===== src/rtl/cpu_ctrl_seq_if.sv =====
// Instruction fetch port between the control sequencer (master) and instruction memory (slave).
// The address must stay stable while the request is held and no acknowledge has arrived.
interface cpu_ctrl_seq_if #(
    parameter int PC_W = 8
);
    logic            imem_req;
    logic [PC_W-1:0] imem_addr;
    logic            imem_ack;
    logic [31:0]     imem_data;

    modport master (
        output imem_req,
        output imem_addr,
        input  imem_ack,
        input  imem_data
    );

    modport slave (
        input  imem_req,
        input  imem_addr,
        output imem_ack,
        output imem_data
    );
endinterface


===== src/rtl/cpu_ctrl_seq.sv =====
// Multi-cycle control sequencer in front of the general register file.
// It fetches, decodes and executes one instruction at a time and issues a single write strobe per write.
//
//  state    | meaning
//  ---------+-----------------------------------------------------------
//  S_FETCH  | imem_req high; latch instruction into ir on imem_ack
//  S_DECODE | register/memory selects driven from ir
//  S_EXEC   | result and branch condition registered
//  S_WB     | write strobe for writing ops, pc update
//  S_HALT   | terminal; only reset leaves it
module cpu_ctrl_seq #(
    parameter int              PC_W     = 8,
    parameter logic [PC_W-1:0] RESET_PC = '0
) (
    input  logic                  clk,
    input  logic                  reset,
    cpu_ctrl_seq_if.master        imem,
    output logic [3:0]            rs1,
    output logic [3:0]            rs2,
    output logic [3:0]            rd,
    output logic [5:0]            mem_addr,
    input  logic [31:0]           x_rs1_i,
    input  logic [31:0]           x_rs2_i,
    input  logic [31:0]           mem_rd_i,
    output logic                  w_en,
    output logic [31:0]           x_rd,
    output logic [31:0]           mem_val,
    output logic [PC_W-1:0]       pc,
    output logic                  halted,
    output logic                  illegal
);

    typedef enum logic [2:0] {
        S_FETCH,
        S_DECODE,
        S_EXEC,
        S_WB,
        S_HALT
    } state_t;

    localparam logic [3:0] OP_NOP  = 4'd0;
    localparam logic [3:0] OP_ADD  = 4'd1;
    localparam logic [3:0] OP_SUB  = 4'd2;
    localparam logic [3:0] OP_ADDI = 4'd3;
    localparam logic [3:0] OP_LD   = 4'd4;
    localparam logic [3:0] OP_ST   = 4'd5;
    localparam logic [3:0] OP_BEQ  = 4'd6;
    localparam logic [3:0] OP_JAL  = 4'd7;
    localparam logic [3:0] OP_HALT = 4'd8;

    state_t          state_q;
    state_t          state_d;
    logic [31:0]     ir_q;
    logic [PC_W-1:0] pc_q;
    logic [31:0]     res_q;
    logic [31:0]     res_d;
    logic            br_q;
    logic            illegal_q;
    logic            req_d;
    logic            wen_d;

    logic [3:0]      op;
    logic [3:0]      f_rd;
    logic [3:0]      f_rs1;
    logic [3:0]      f_rs2;
    logic [31:0]     imm32;
    logic [PC_W-1:0] offset;
    logic [PC_W-1:0] pc_inc;
    logic [PC_W-1:0] pc_next;
    logic            is_mem;
    logic            is_write;
    logic            is_illegal;

    assign op     = ir_q[31:28];
    assign f_rd   = ir_q[27:24];
    assign f_rs1  = ir_q[23:20];
    assign f_rs2  = ir_q[19:16];
    assign imm32  = {{16{ir_q[15]}}, ir_q[15:0]};
    assign offset = imm32[PC_W-1:0];
    assign pc_inc = pc_q + PC_W'(1);

    assign is_mem     = (op == OP_LD) || (op == OP_ST);
    assign is_illegal = (op > OP_HALT);

    always_comb begin
        is_write = 1'b0;
        case (op)
            OP_ADD, OP_SUB, OP_ADDI, OP_LD, OP_ST, OP_JAL: is_write = 1'b1;
            default:                                        is_write = 1'b0;
        endcase
    end

    // Selects come straight from ir, so they hold from DECODE until the next fetch lands.
    // A store routes rd to rs1 so the shared strobe rewrites x[rs1] with its own value.
    assign rs1      = f_rs1;
    assign rs2      = f_rs2;
    assign rd       = (op == OP_ST) ? f_rs1 : f_rd;
    assign mem_addr = is_mem ? ir_q[5:0] : 6'd0;

    always_comb begin
        res_d = 32'd0;
        case (op)
            OP_ADD:  res_d = x_rs1_i + x_rs2_i;
            OP_SUB:  res_d = x_rs1_i - x_rs2_i;
            OP_ADDI: res_d = x_rs1_i + imm32;
            OP_LD:   res_d = mem_rd_i;
            OP_ST:   res_d = x_rs1_i;
            OP_JAL:  res_d = {{(32 - PC_W){1'b0}}, pc_inc};
            default: res_d = 32'd0;
        endcase
    end

    assign pc_next = (br_q || (op == OP_JAL)) ? (pc_q + offset) : pc_inc;

    always_comb begin
        state_d = state_q;
        req_d   = 1'b0;
        wen_d   = 1'b0;
        case (state_q)
            S_FETCH: begin
                req_d = 1'b1;
                if (imem.imem_ack) begin
                    state_d = S_DECODE;
                end
            end
            S_DECODE: state_d = S_EXEC;
            S_EXEC:   state_d = S_WB;
            S_WB: begin
                wen_d   = is_write;
                state_d = (op == OP_HALT) ? S_HALT : S_FETCH;
            end
            S_HALT:   state_d = S_HALT;
            default:  state_d = S_FETCH;
        endcase
        // Reset is synchronous, but a pending write or request must not escape in the reset cycle.
        if (reset) begin
            req_d = 1'b0;
            wen_d = 1'b0;
        end
    end

    always_ff @(posedge clk) begin
        if (reset) begin
            state_q   <= S_FETCH;
            pc_q      <= RESET_PC;
            ir_q      <= 32'd0;
            res_q     <= 32'd0;
            br_q      <= 1'b0;
            illegal_q <= 1'b0;
        end else begin
            state_q <= state_d;
            if ((state_q == S_FETCH) && imem.imem_ack) begin
                ir_q <= imem.imem_data;
            end
            if ((state_q == S_DECODE) && is_illegal) begin
                illegal_q <= 1'b1;
            end
            if (state_q == S_EXEC) begin
                res_q <= res_d;
                br_q  <= (op == OP_BEQ) && (x_rs1_i == x_rs2_i);
            end
            if ((state_q == S_WB) && (op != OP_HALT)) begin
                pc_q <= pc_next;
            end
        end
    end

    assign imem.imem_req  = req_d;
    assign imem.imem_addr = pc_q;

    // Non-store writes hand the memory back its own word so the shared strobe leaves it intact.
    assign w_en    = wen_d;
    assign x_rd    = res_q;
    assign mem_val = (op == OP_ST) ? x_rs2_i : mem_rd_i;
    assign pc      = pc_q;
    assign halted  = (state_q == S_HALT);
    assign illegal = illegal_q;

endmodule


===== src/flat_wrapper.sv =====
// flat-port wrapper written by rule: the top's interface ports become plain ports
module cpu_ctrl_seq_flat 
#(
    parameter int              PC_W     = 8,
    parameter logic [PC_W-1:0] RESET_PC = '0
)
  (clk, reset, rs1, rs2, rd, mem_addr, x_rs1_i, x_rs2_i, mem_rd_i, w_en, x_rd, mem_val, pc, halted, illegal, imem_imem_req, imem_imem_addr, imem_imem_ack, imem_imem_data);
  cpu_ctrl_seq_if #(.PC_W(PC_W)) imem_i ();
  input  logic clk;
  input  logic reset;
  output logic [3:0] rs1;
  output logic [3:0] rs2;
  output logic [3:0] rd;
  output logic [5:0] mem_addr;
  input  logic [31:0] x_rs1_i;
  input  logic [31:0] x_rs2_i;
  input  logic [31:0] mem_rd_i;
  output logic w_en;
  output logic [31:0] x_rd;
  output logic [31:0] mem_val;
  output logic [PC_W-1:0] pc;
  output logic halted;
  output logic illegal;
  output wire logic [$bits(imem_i.imem_req)-1:0] imem_imem_req;
  output wire logic [$bits(imem_i.imem_addr)-1:0] imem_imem_addr;
  input wire logic [$bits(imem_i.imem_ack)-1:0] imem_imem_ack;
  input wire logic [$bits(imem_i.imem_data)-1:0] imem_imem_data;
  assign imem_imem_req = imem_i.imem_req;
  assign imem_imem_addr = imem_i.imem_addr;
  assign imem_i.imem_ack = imem_imem_ack;
  assign imem_i.imem_data = imem_imem_data;
  cpu_ctrl_seq #(.PC_W(PC_W), .RESET_PC(RESET_PC)) u_core (.clk(clk), .reset(reset), .imem(imem_i), .rs1(rs1), .rs2(rs2), .rd(rd), .mem_addr(mem_addr), .x_rs1_i(x_rs1_i), .x_rs2_i(x_rs2_i), .mem_rd_i(mem_rd_i), .w_en(w_en), .x_rd(x_rd), .mem_val(mem_val), .pc(pc), .halted(halted), .illegal(illegal));
endmodule

===== config.mk =====
export PLATFORM = sky130hd
export DESIGN_NAME = cpu_ctrl_seq_flat
export DESIGN_NICKNAME = d
export VERILOG_FILES = /design/src/rtl/cpu_ctrl_seq_if.sv /design/src/rtl/cpu_ctrl_seq.sv /design/src/flat_wrapper.sv
export SDC_FILE = /design/constraint.sdc
export NUM_CORES = 1
export LEC_CHECK = 0
export ABC_AREA = 1
export CORE_MARGIN = 2
export CORE_UTILIZATION = 40
export CTS_BUF_LIST = sky130_fd_sc_hd__clkbuf_16
export CTS_CLUSTER_DIAMETER = 200
export CTS_CLUSTER_SIZE = 16
export DETAILED_ROUTE_END_ITERATION = 8
export HOLD_SLACK_MARGIN = 0.1
export PLACE_DENSITY = 0.69
export SYNTH_ARGS = -nofsm -noshare
export SYNTH_HDL_FRONTEND = slang
export SYNTH_SLANG_ARGS = --single-unit

===== constraint.sdc =====
create_clock -name clk -period 2.9 [get_ports clk]
set_input_delay 0.87 -clock clk [delete_from_list [all_inputs] [get_ports clk]]
set_output_delay 0.87 -clock clk [all_outputs]
set_load 0.1 [all_outputs]

[Yosys cells after proc, flatten, opt, wreduce, memory -nomap -nowiden]
Cells that the tools add are included.
Word-level totals
  input bits: 131
  register bits: 77
Operators by class
  reductions and logical operators: 8
  $add $sub $neg: 5
  magnitude comparators: 1
  multiplexer cells: 13
  equal/unequal tests: 15
Operators with widths (number)
  one-hot mux 32 bit (6 select lines): 1
  adder 32 bit: 2
  equality test 32 bit: 1
  2-to-1 mux 32 bit: 1
  subtractor 32 bit: 1
  equality test 4 x 3 -> 1 bit (second input constant): 4
  one-hot mux 3 bit (5 select lines): 1
  adder 8 x 1 -> 8 bit (second input constant): 1
  adder 8 bit: 1
  equality test 4 x 2 -> 1 bit (second input constant): 2
  2-to-1 mux 8 bit: 1
  equality test 3 x 2 -> 1 bit (second input constant): 2
  2-to-1 mux 3 bit: 2
  2-to-1 mux 6 bit: 1
  OR reduction 6 bit: 1
  2-to-1 mux 1 bit: 5
  equality test 4 x 1 -> 1 bit (second input constant): 1
  equality test 4 bit (second input constant): 1
  > comparator 4 bit (second input constant): 1
  logical AND 1 bit: 4
  2-to-1 mux 4 bit: 1
  inequality test 4 bit (second input constant): 1
  equality test 3 x 1 -> 1 bit (second input constant): 1
  equality test 3 bit (second input constant): 1
  3 further kinds: 4

[Depth between registers and ports, before layout]
Gate-level depths: netlist (run 1).
  word-level depth: 5
  mapped depth: 21

[Worst setup path after synthesis (run 1)]
No wires, ideal clock.
  path type: register to output
  start: reg u_core.ir_q[30]
  end: out mem_val[0]
  path buffers: 2
  data required time: 2030 ps
  stages on the path, launching flop included: 9
  setup slack: -1129 ps
  data arrival time: 3159 ps
  cell sequence: dfxtp_1 inv_2 nor2_4 inv_2 nor2_4 nand2_2 buf_2 clkbuf_1 o21ai_0
Between the ends
  word-level cells in the longest chain between the ends: 2
RTL lines
  start: declaration: RTL line cpu_ctrl_seq.sv:53  | logic [31:0] ir_q;
  start signal: assignment: RTL line cpu_ctrl_seq.sv:153  | ir_q <= imem.imem_data;
  equality test 4 x 3 -> 1 bit: RTL line cpu_ctrl_seq.sv:174  | assign mem_val = (op == OP_ST) ? x_rs2_i : mem_rd_i;
  2-to-1 mux 32 bit: RTL line cpu_ctrl_seq.sv:174
  end: declaration: RTL line flat_wrapper.sv:20  | output logic [31:0] mem_val;
Every way passes these cells.

[Final worst setup path (run 1)]
  start: in x_rs2_i[19]
  end: out mem_val[19]
Between the ends
  word-level cells in the longest chain between the ends: 1
RTL lines
  start: declaration: RTL line flat_wrapper.sv:16  | input logic [31:0] x_rs2_i;
  2-to-1 mux 32 bit: RTL line cpu_ctrl_seq.sv:174
Every way passes these cells.

==> impl_metrics.csv, run 1 <==
group,metric,value,unit
sta,final-hold-violation-count,0,
detailed_routing,wl,47900,µm
pwr,combPwrFrac,0.595,
floorplanning,ios,233,
pwr,power.density,354,mW/mm²
cells_and_area,antenna_cells,0,
cts,cts_tree,"yes",
floorplanning,rows,57,
detailed_routing,avgViaCountPerCell,5.24,
logic_synthesis,syn_area,0.00996,mm²
detailed_routing,ant_nets,0,
setup_path,worstPathRequired,2.03,ns
detailed_routing,drc,0,
logic_synthesis,postSynthAreaPerCell,5.46,µm²
sta,slew_violations,0,
placed_design,dp_hpwl,37000,µm
cts,ctsRootBufferMaster,"clkbuf_16",
floorplanning,core_area,0.0244,mm²
placed_design,port_buffers,232,
setup_path,cp_max_fo,2,
sta,min_period_over_period,0.995,
pwr,switching_share,0.473,
floorplanning,dieWidth,162,µm
sta,max_freq,347,MHz
floorplanning,die-area,0.0262,mm²
run,max_cap_viol_count,0,
logic_synthesis,synth_cell_types,48,
detailed_routing,dr.pass1.iters,5,
cells_and_area,seq_area,0.00154,mm²
logic_synthesis,ys.flop_type,"dfxtp_1",
global_route,grt_max_degree,67,
cts,hold_buffers,0,
floorplanning,start_util,0.408,
run_status,outcome,"completed",
detailed_routing,drt-initial-drc-count,1106,
global_route,overflow,0,
sta,worst_slew_pin_slew,0.616,ns
global_route,grt_pass1_wl,68500,µm
pwr,peakVddDrop,0.372,mV
placed_design,dpl.cell_count,2529,
sta,rsz0062_at_grt,"yes",
global_route,grtUsageTotal,0.338,
global_route,grt_pass1_vias,12411,
cells_and_area,area.growth.synth_to_final,64.4,%
logic_synthesis,syn-num-nets,2034,
cells_and_area,layout.cells.non_filler,2566,
global_route,antenna_found_initial,1,
logic_synthesis,syn_inst,1824,
cells_and_area,num-fill-cells,2252,
sta,fin_crit,2.89,ns
cts,clk_path_buf_depth,2,
sta,finClkSkew,0.0135,ns
pwr,p_int,3.06,mW
hold_path,holdCritPathClass,"flop to flop",
pwr,fin_total_pwr,5.80,mW
logic_synthesis,yosysWarnings,0,
cells_and_area,fin_nets,2447,
sta,max-slew-margin-rel,0.589,
pwr,power.switching,2.74,mW
sta,setup_viol,0,
detailed_routing,wl_per_cell,18.7,µm
setup_path,critPathKind,"input port to output port",
logic_synthesis,synth_edf_count,0,
cts,cts_sinks,77,
cts,clk_latency,0.36,ns
cts,cts-htree-levels,3,
setup_path,start_kind,"input port",
setup_path,cp.arrival,2.02,ns
pwr,p_leak,8.40,nW
setup_path,end_kind,"output port",
detailed_routing,vias,13451,
pwr,clock_power_share,0.201,
cts,cts-buffers-inserted,9,
cells_and_area,drive_gt1_frac,0.318,
cts,cts.clk_slew.worst_paths,0.07,ns
logic_synthesis,synth-async-reset-ratio,0,
logic_synthesis,ys_seq_elements,77,
floorplanning,die_h,162,µm
pwr,seqPwrFrac,0.203,
cells_and_area,multi_input_area,0.00825,mm²
placed_design,gp_congestion,1.02,
logic_synthesis,synth_seq_area_share,0.155,
-- stage by stage --
step / setup TNS [ns] / utilization / instance area [µm²] / worst slack [ns] / hold WS (ns)
2_1_floorplan: -14.22 / - / 9980 / -0.395 / 0.424
3_3_place_gp: -14.02 / 0.583 / 14200 / -0.554 / 0.433
3_5_place_dp: -14.93 / 0.583 / 14200 / -0.595 / 0.439
4_1_cts: -0.127 / 0.610 / 14900 / -0.0295 / 0.449
5_1_grt: -0.516 / 0.671 / 16400 / -0.0532 / 0.475
6_report: 0 / 0.671 / 16400 / 0.0149 / 0.449
-- state kept, by name, indices dropped and copies added, names as in the netlist --
name,flops
u_core.br_q,1
u_core.illegal,1
u_core.imem.imem_addr,8
u_core.ir_q,32
u_core.state_q,3
u_core.x_rd,32
-- power by group through the flow --
stage | Sequential (mW) | Clock (mW) | Combinational, mW
after floorplan | 1.32 | 0 | 1.61
after global placement | 1.20 | 0 | 2.95
after detailed placement | 1.20 | 0 | 2.96
after CTS | 1.18 | 1.17 | 3.07
after global routing | 1.18 | 1.21 | 3.68
final | 1.18 | 1.17 | 3.45
-- path summary, 6_finish.rpt --
check | start | end | slack [ns] | cells after the start
worst min-delay path | u_core.ir_q[27] | u_core.ir_q[27] | 0.45 | 2
worst min register to register | u_core.ir_q[27] | u_core.ir_q[27] | 0.45 | 2
worst max register to register | u_core.ir_q[30] | u_core.x_rd[17] | 0.02 | 22
worst max-delay path | x_rs2_i[19] | mem_val[19] | 0.01 | 5
-- critical path, cell delays in order --
cell	delay (ns)
clkdlybuf4s50_1	0.51
inv_1	0.10
buf_4	0.15
o21ai_2	0.18
buf_12	0.20
-- final cells by class --
class,instances,share of cell area
Timing Repair Buffer,460,0.277
Inverter,359,0.0826
Tap cell,324,0.0248
Clock inverter,7,0.00390
Clock buffer,9,0.0138
Multi-Input combinational cell,1330,0.504
Sequential cell,77,0.0943
-- synthesized netlist by cell type (3+ instances only) --
| library cell | instances | area share |
|---|---|---|
| buf_4 | 19 | 0.014 |
| inv_2 | 8 | 0.0030 |
| buf_2 | 10 | 0.0050 |
| nor2_1 | 102 | 0.038 |
| nor3_1 | 19 | 0.0096 |
| buf_6 | 3 | 0.0034 |
| xor2_1 | 6 | 0.0053 |
| o21ai_0 | 129 | 0.065 |
| ha_1 | 76 | 0.096 |
| a21boi_0 | 7 | 0.0053 |
| inv_1 | 350 | 0.13 |
| clkbuf_1 | 28 | 0.011 |
| nor2_2 | 4 | 0.0025 |
| nand2_2 | 7 | 0.0044 |
| o21bai_1 | 5 | 0.0038 |
| a21oi_1 | 121 | 0.061 |
| nand2_1 | 619 | 0.23 |
| a31oi_1 | 5 | 0.0031 |
| nand4_1 | 21 | 0.013 |
| nand3b_1 | 11 | 0.0083 |
| or2_2 | 13 | 0.0082 |
| nor4_1 | 4 | 0.0025 |
| a22o_1 | 18 | 0.016 |
| o211ai_1 | 5 | 0.0038 |
| fa_1 | 3 | 0.0060 |
| nor2_4 | 6 | 0.0068 |
| xnor2_1 | 3 | 0.0026 |
| and2_1 | 7 | 0.0044 |
| nand3_1 | 111 | 0.056 |
| dfxtp_1 | 77 | 0.15 |
-- kinds of logic after synthesis --
family                     count (synthesis)  synth area share
xor gates and xnor gates                   9           0.00792
adders and majority gates                 79             0.102
DFF                                       77             0.155
AOI/OAI and AO/OA                        304             0.168
buffers and inverters                    420             0.169
and+or+nand+nor                          935             0.399
-- timing repair --
item                                   4_1_cts  5_1_grt
buffers inserted                             3       10
pin swaps                                   25       90
gates cloned                                 0        9
endpoints found under the hold margin        0        0
resized for setup                           84      352
setup endpoints to repair                   37       58
-- routing by layer --
metal | up-vias | track usage | routed length [µm]
met5 | - | 0 | 16
met4 | 2 | 0.169 | 3050
li1 | 6569 | - | -
met2 | 641 | 0.597 | 22400
met3 | 169 | 0.0421 | 3670
met1 | 6070 | 0.404 | 18800
-- placed cells by master, fill, tap and decap left out, drive strengths merged, types with 3 or more instances in the layout --
master         instances
and2                   7
inv                  362
clkbuf                13
or2                   17
xnor2                  3
nor4                   4
xor2                   6
o21ai                131
o21bai                 5
ha                    76
nor3                  19
a21oi                122
buf                  326
a31oi                  5
nand3                113
nor2                 114
fa                     3
a21boi                 7
dlygate4sd2            5
clkdlybuf4s50         97
nand2                630
nand4                 21
a22o                  18
nand3b                13
dfxtp                 77
dlymetal6s2s          28
o211ai                 5
(Power assumes the default switching activity.)
==> inputs of run 2 (changes only) <==
--- a/constraint.sdc
+++ b/constraint.sdc
@@ -3,2 +3,2 @@
 set_output_delay 0.87 -clock clk [all_outputs]
-set_load 0.1 [all_outputs]
+set_load 0.01 [all_outputs]
==> impl_metrics.csv, run 2 (synthesized netlist as in run 1, its figures left out) <==
group,metric,value,unit
detailed_routing,wl_per_cell,18.8,µm
setup_path,rr_endpoint,"u_core.x_rd[7]",
cts,cts.clk_slew.worst_paths,0.08,ns
setup_path,critPathKind,"flop to flop",
setup_path,worstPathCellList,"nand2_4, nor2_8, buf_6, clkbuf_16, o21ai_1, buf_4, ha_4, nand2_2, nand2_2, a21oi_2, nand2_2, buf_4, or2_2, nand3_2, nand4_1, o21ai_2, a21oi_1",
setup_path,slowest_delay,0.37,ns
detailed_routing,wl,49100,µm
sta,min_period_over_period,0.996,
sta,fin_crit,2.89,ns
cells_and_area,multi_input_area,0.00816,mm²
placed_design,dp_hpwl,38900,µm
pwr,seqPwrFrac,0.219,
pwr,switching_share,0.422,
sta,max_freq,346,MHz
sta,rsz0062_at_grt,"yes",
detailed_routing,avgViaCountPerCell,5.24,
cts,cts_tree,"yes",
sta,setup_viol,0,
run,max_cap_viol_count,0,
setup_path,worstPathRequired,3.14,ns
cts,cts-buffers-inserted,9,
hold_path,worstHoldStart,"u_core.ir_q[18]",
global_route,grt_max_degree,65,
setup_path,path_buf_inv,4,
global_route,overflow,0,
cells_and_area,seq_area,0.00155,mm²
global_route,antenna_found_initial,0,
cells_and_area,drive_gt1_frac,0.283,
global_route,grt_pass1_vias,12967,
pwr,clock_power_share,0.242,
setup_path,crit_family,"simple AND/OR/NAND/NOR gates",
floorplanning,start_util,0.408,
floorplanning,die-area,0.0262,mm²
cells_and_area,final_cell_mix,"nand2_1, inv_1, buf_4",
sta,max-slew-margin-rel,0.535,
floorplanning,ios,233,
placed_design,port_buffers,232,
sta,finClkSkew,0.00899,ns
placed_design,gp_congestion,1.03,
setup_path,cp_slowest_cell,"dfxtp_2",
cts,clk_latency,0.36,ns
hold_path,worst_hold_path.num_cells,2,
setup_path,r2r_cells,17,
sta,whs,0.450,ns
cells_and_area,fin_area,0.0163,mm²
setup_path,end_kind,"flop",
pwr,power.switching,2.26,mW
pwr,combPwrFrac,0.539,
pwr,p_int,3.10,mW
setup_path,cp_max_fo,6,
cells_and_area,fin_nets,2494,
floorplanning,core_area,0.0244,mm²
detailed_routing,drt-initial-drc-count,1038,
cells_and_area,area.growth.synth_to_final,64.0,%
sta,worst_slew_pin_slew,0.696,ns
sta,setup_ws,0.0103,ns
hold_path,worst_hold_path.endpoint,"u_core.ir_q[18]",
pwr,p_leak,8.31,nW
global_route,grt_pass1_wl,72100,µm
sta,slew_violations,0,
sta,final-hold-violation-count,0,
cts,cts_sinks,77,
setup_path,worstReg2RegStart,"u_core.ir_q[28]",
cts,clk_path_buf_depth,2,
global_route,grtUsageTotal,0.358,
cells_and_area,antenna_cells,0,
cells_and_area,final_common_cell,"nand2_1",
placed_design,dp_slack,-0.725,ns
placed_design,place_area,0.0144,mm²
cts,ctsRootBufferMaster,"clkbuf_16",
detailed_routing,drc,0,
detailed_routing,dr.pass1.iters,5,
setup_path,cp.arrival,3.13,ns
pwr,peakVddDrop,0.383,mV
detailed_routing,vias,13694,
run_status,outcome,"completed",
detailed_routing,ant_nets,0,
setup_path,start_kind,"flop",
pwr,power.density,328,mW/mm²
floorplanning,die_h,162,µm
cells_and_area,num-fill-cells,2322,
setup_path,r2r_slack,0.01,ns
cts,cts-htree-levels,3,
floorplanning,dieWidth,162,µm
pwr,fin_total_pwr,5.36,mW
hold_path,holdCritPathClass,"flop to flop",
floorplanning,rows,57,
setup_path,cpMostUsedCell,"nand2_2",
cells_and_area,final_util,0.669,
## run 2: changes by cell type in the layout (fill, tap and decap cells not counted), sizes merged, moves of 2 or more
cell,previous run,this run
clkdlybuf4s50,97,164
buf,326,279
dlygate4sd2,5,29
clkdlybuf4s15,0,8
dlymetal6s2s,28,25
inv,362,360
nand2,630,628
## run 2: worst max path at each step
stage | startpoint | endpoint | slack, ns | cells after the start
after global routing | x_rs2_i[12] | u_core.x_rd[22] | -0.14 | 18
after detailed placement | x_rs2_i[6] | u_core.x_rd[7] | -0.73 | 14
after CTS | x_rs2_i[2] | u_core.x_rd[27] | -0.07 | 17
final | u_core.ir_q[28] | u_core.x_rd[7] | 0.01 | 17
after global placement | x_rs2_i[2] | u_core.x_rd[7] | -0.68 | 13
after floorplan | u_core.ir_q[29] | u_core.x_rd[20] | 0.21 | 20
## run 2: layout make-up
| type | count | area share |
|---|---|---|
| clock inverter | 7 | 0.00575 |
| clock buffer | 9 | 0.0138 |
| multi-input combinational | 1327 | 0.500 |
| tap | 324 | 0.0248 |
| timing repair buffer | 510 | 0.279 |
| inverter | 359 | 0.0828 |
| sequential | 77 | 0.0947 |
## run 2: layer usage
layer / global-route usage / vias to the layer above / part of all wire / wire, µm
li1: - / 6637 / - / -
met1: 0.409 / 6209 / 0.38 / 18600
met2: 0.645 / 666 / 0.47 / 23200
met3: 0.0488 / 182 / 0.074 / 3630
met4: 0.195 / 0 / 0.073 / 3600
met5: 0 / - / 0 / 0
## run 2: what timing repair did
item | in CTS | in global routing
endpoints found under the setup margin | 66 | 49
gates resized for setup | 180 | 319
hold buffers | 0 | 0
pin swaps | 23 | 107
buffers inserted | 2 | 9
gates cloned | 0 | 2
## run 2: worst reg2reg max path, stage by stage, from the launching register on
cell and delay (ns):
dfxtp_2 0.37, nand2_4 0.08, nor2_8 0.22, buf_6 0.17
clkbuf_16 0.16, o21ai_1 0.07, buf_4 0.15, ha_4 0.23
nand2_2 0.07, nand2_2 0.08, a21oi_2 0.15, nand2_2 0.09
buf_4 0.14, or2_2 0.27, nand3_2 0.06, nand4_1 0.14
o21ai_2 0.23, a21oi_1 0.09
## run 2: power by group through the flow
stage	logic, mW	clock network (mW)	registers (mW)
2_1_floorplan	1.22	0	1.19
3_3_place_gp	2.46	0	1.19
3_5_place_dp	2.46	0	1.20
4_1_cts	2.55	1.29	1.17
5_1_grt	3.12	1.34	1.18
6_report	2.89	1.30	1.17
## run 2: metrics by stage
step | setup TNS (ns) | cells
2_1_floorplan | 0 | 1824
3_3_place_gp | -21.05 | 2585
3_5_place_dp | -21.80 | 2585
4_1_cts | -0.156 | 2603
5_1_grt | -1.07 | 2613
6_report | 0 | 2613
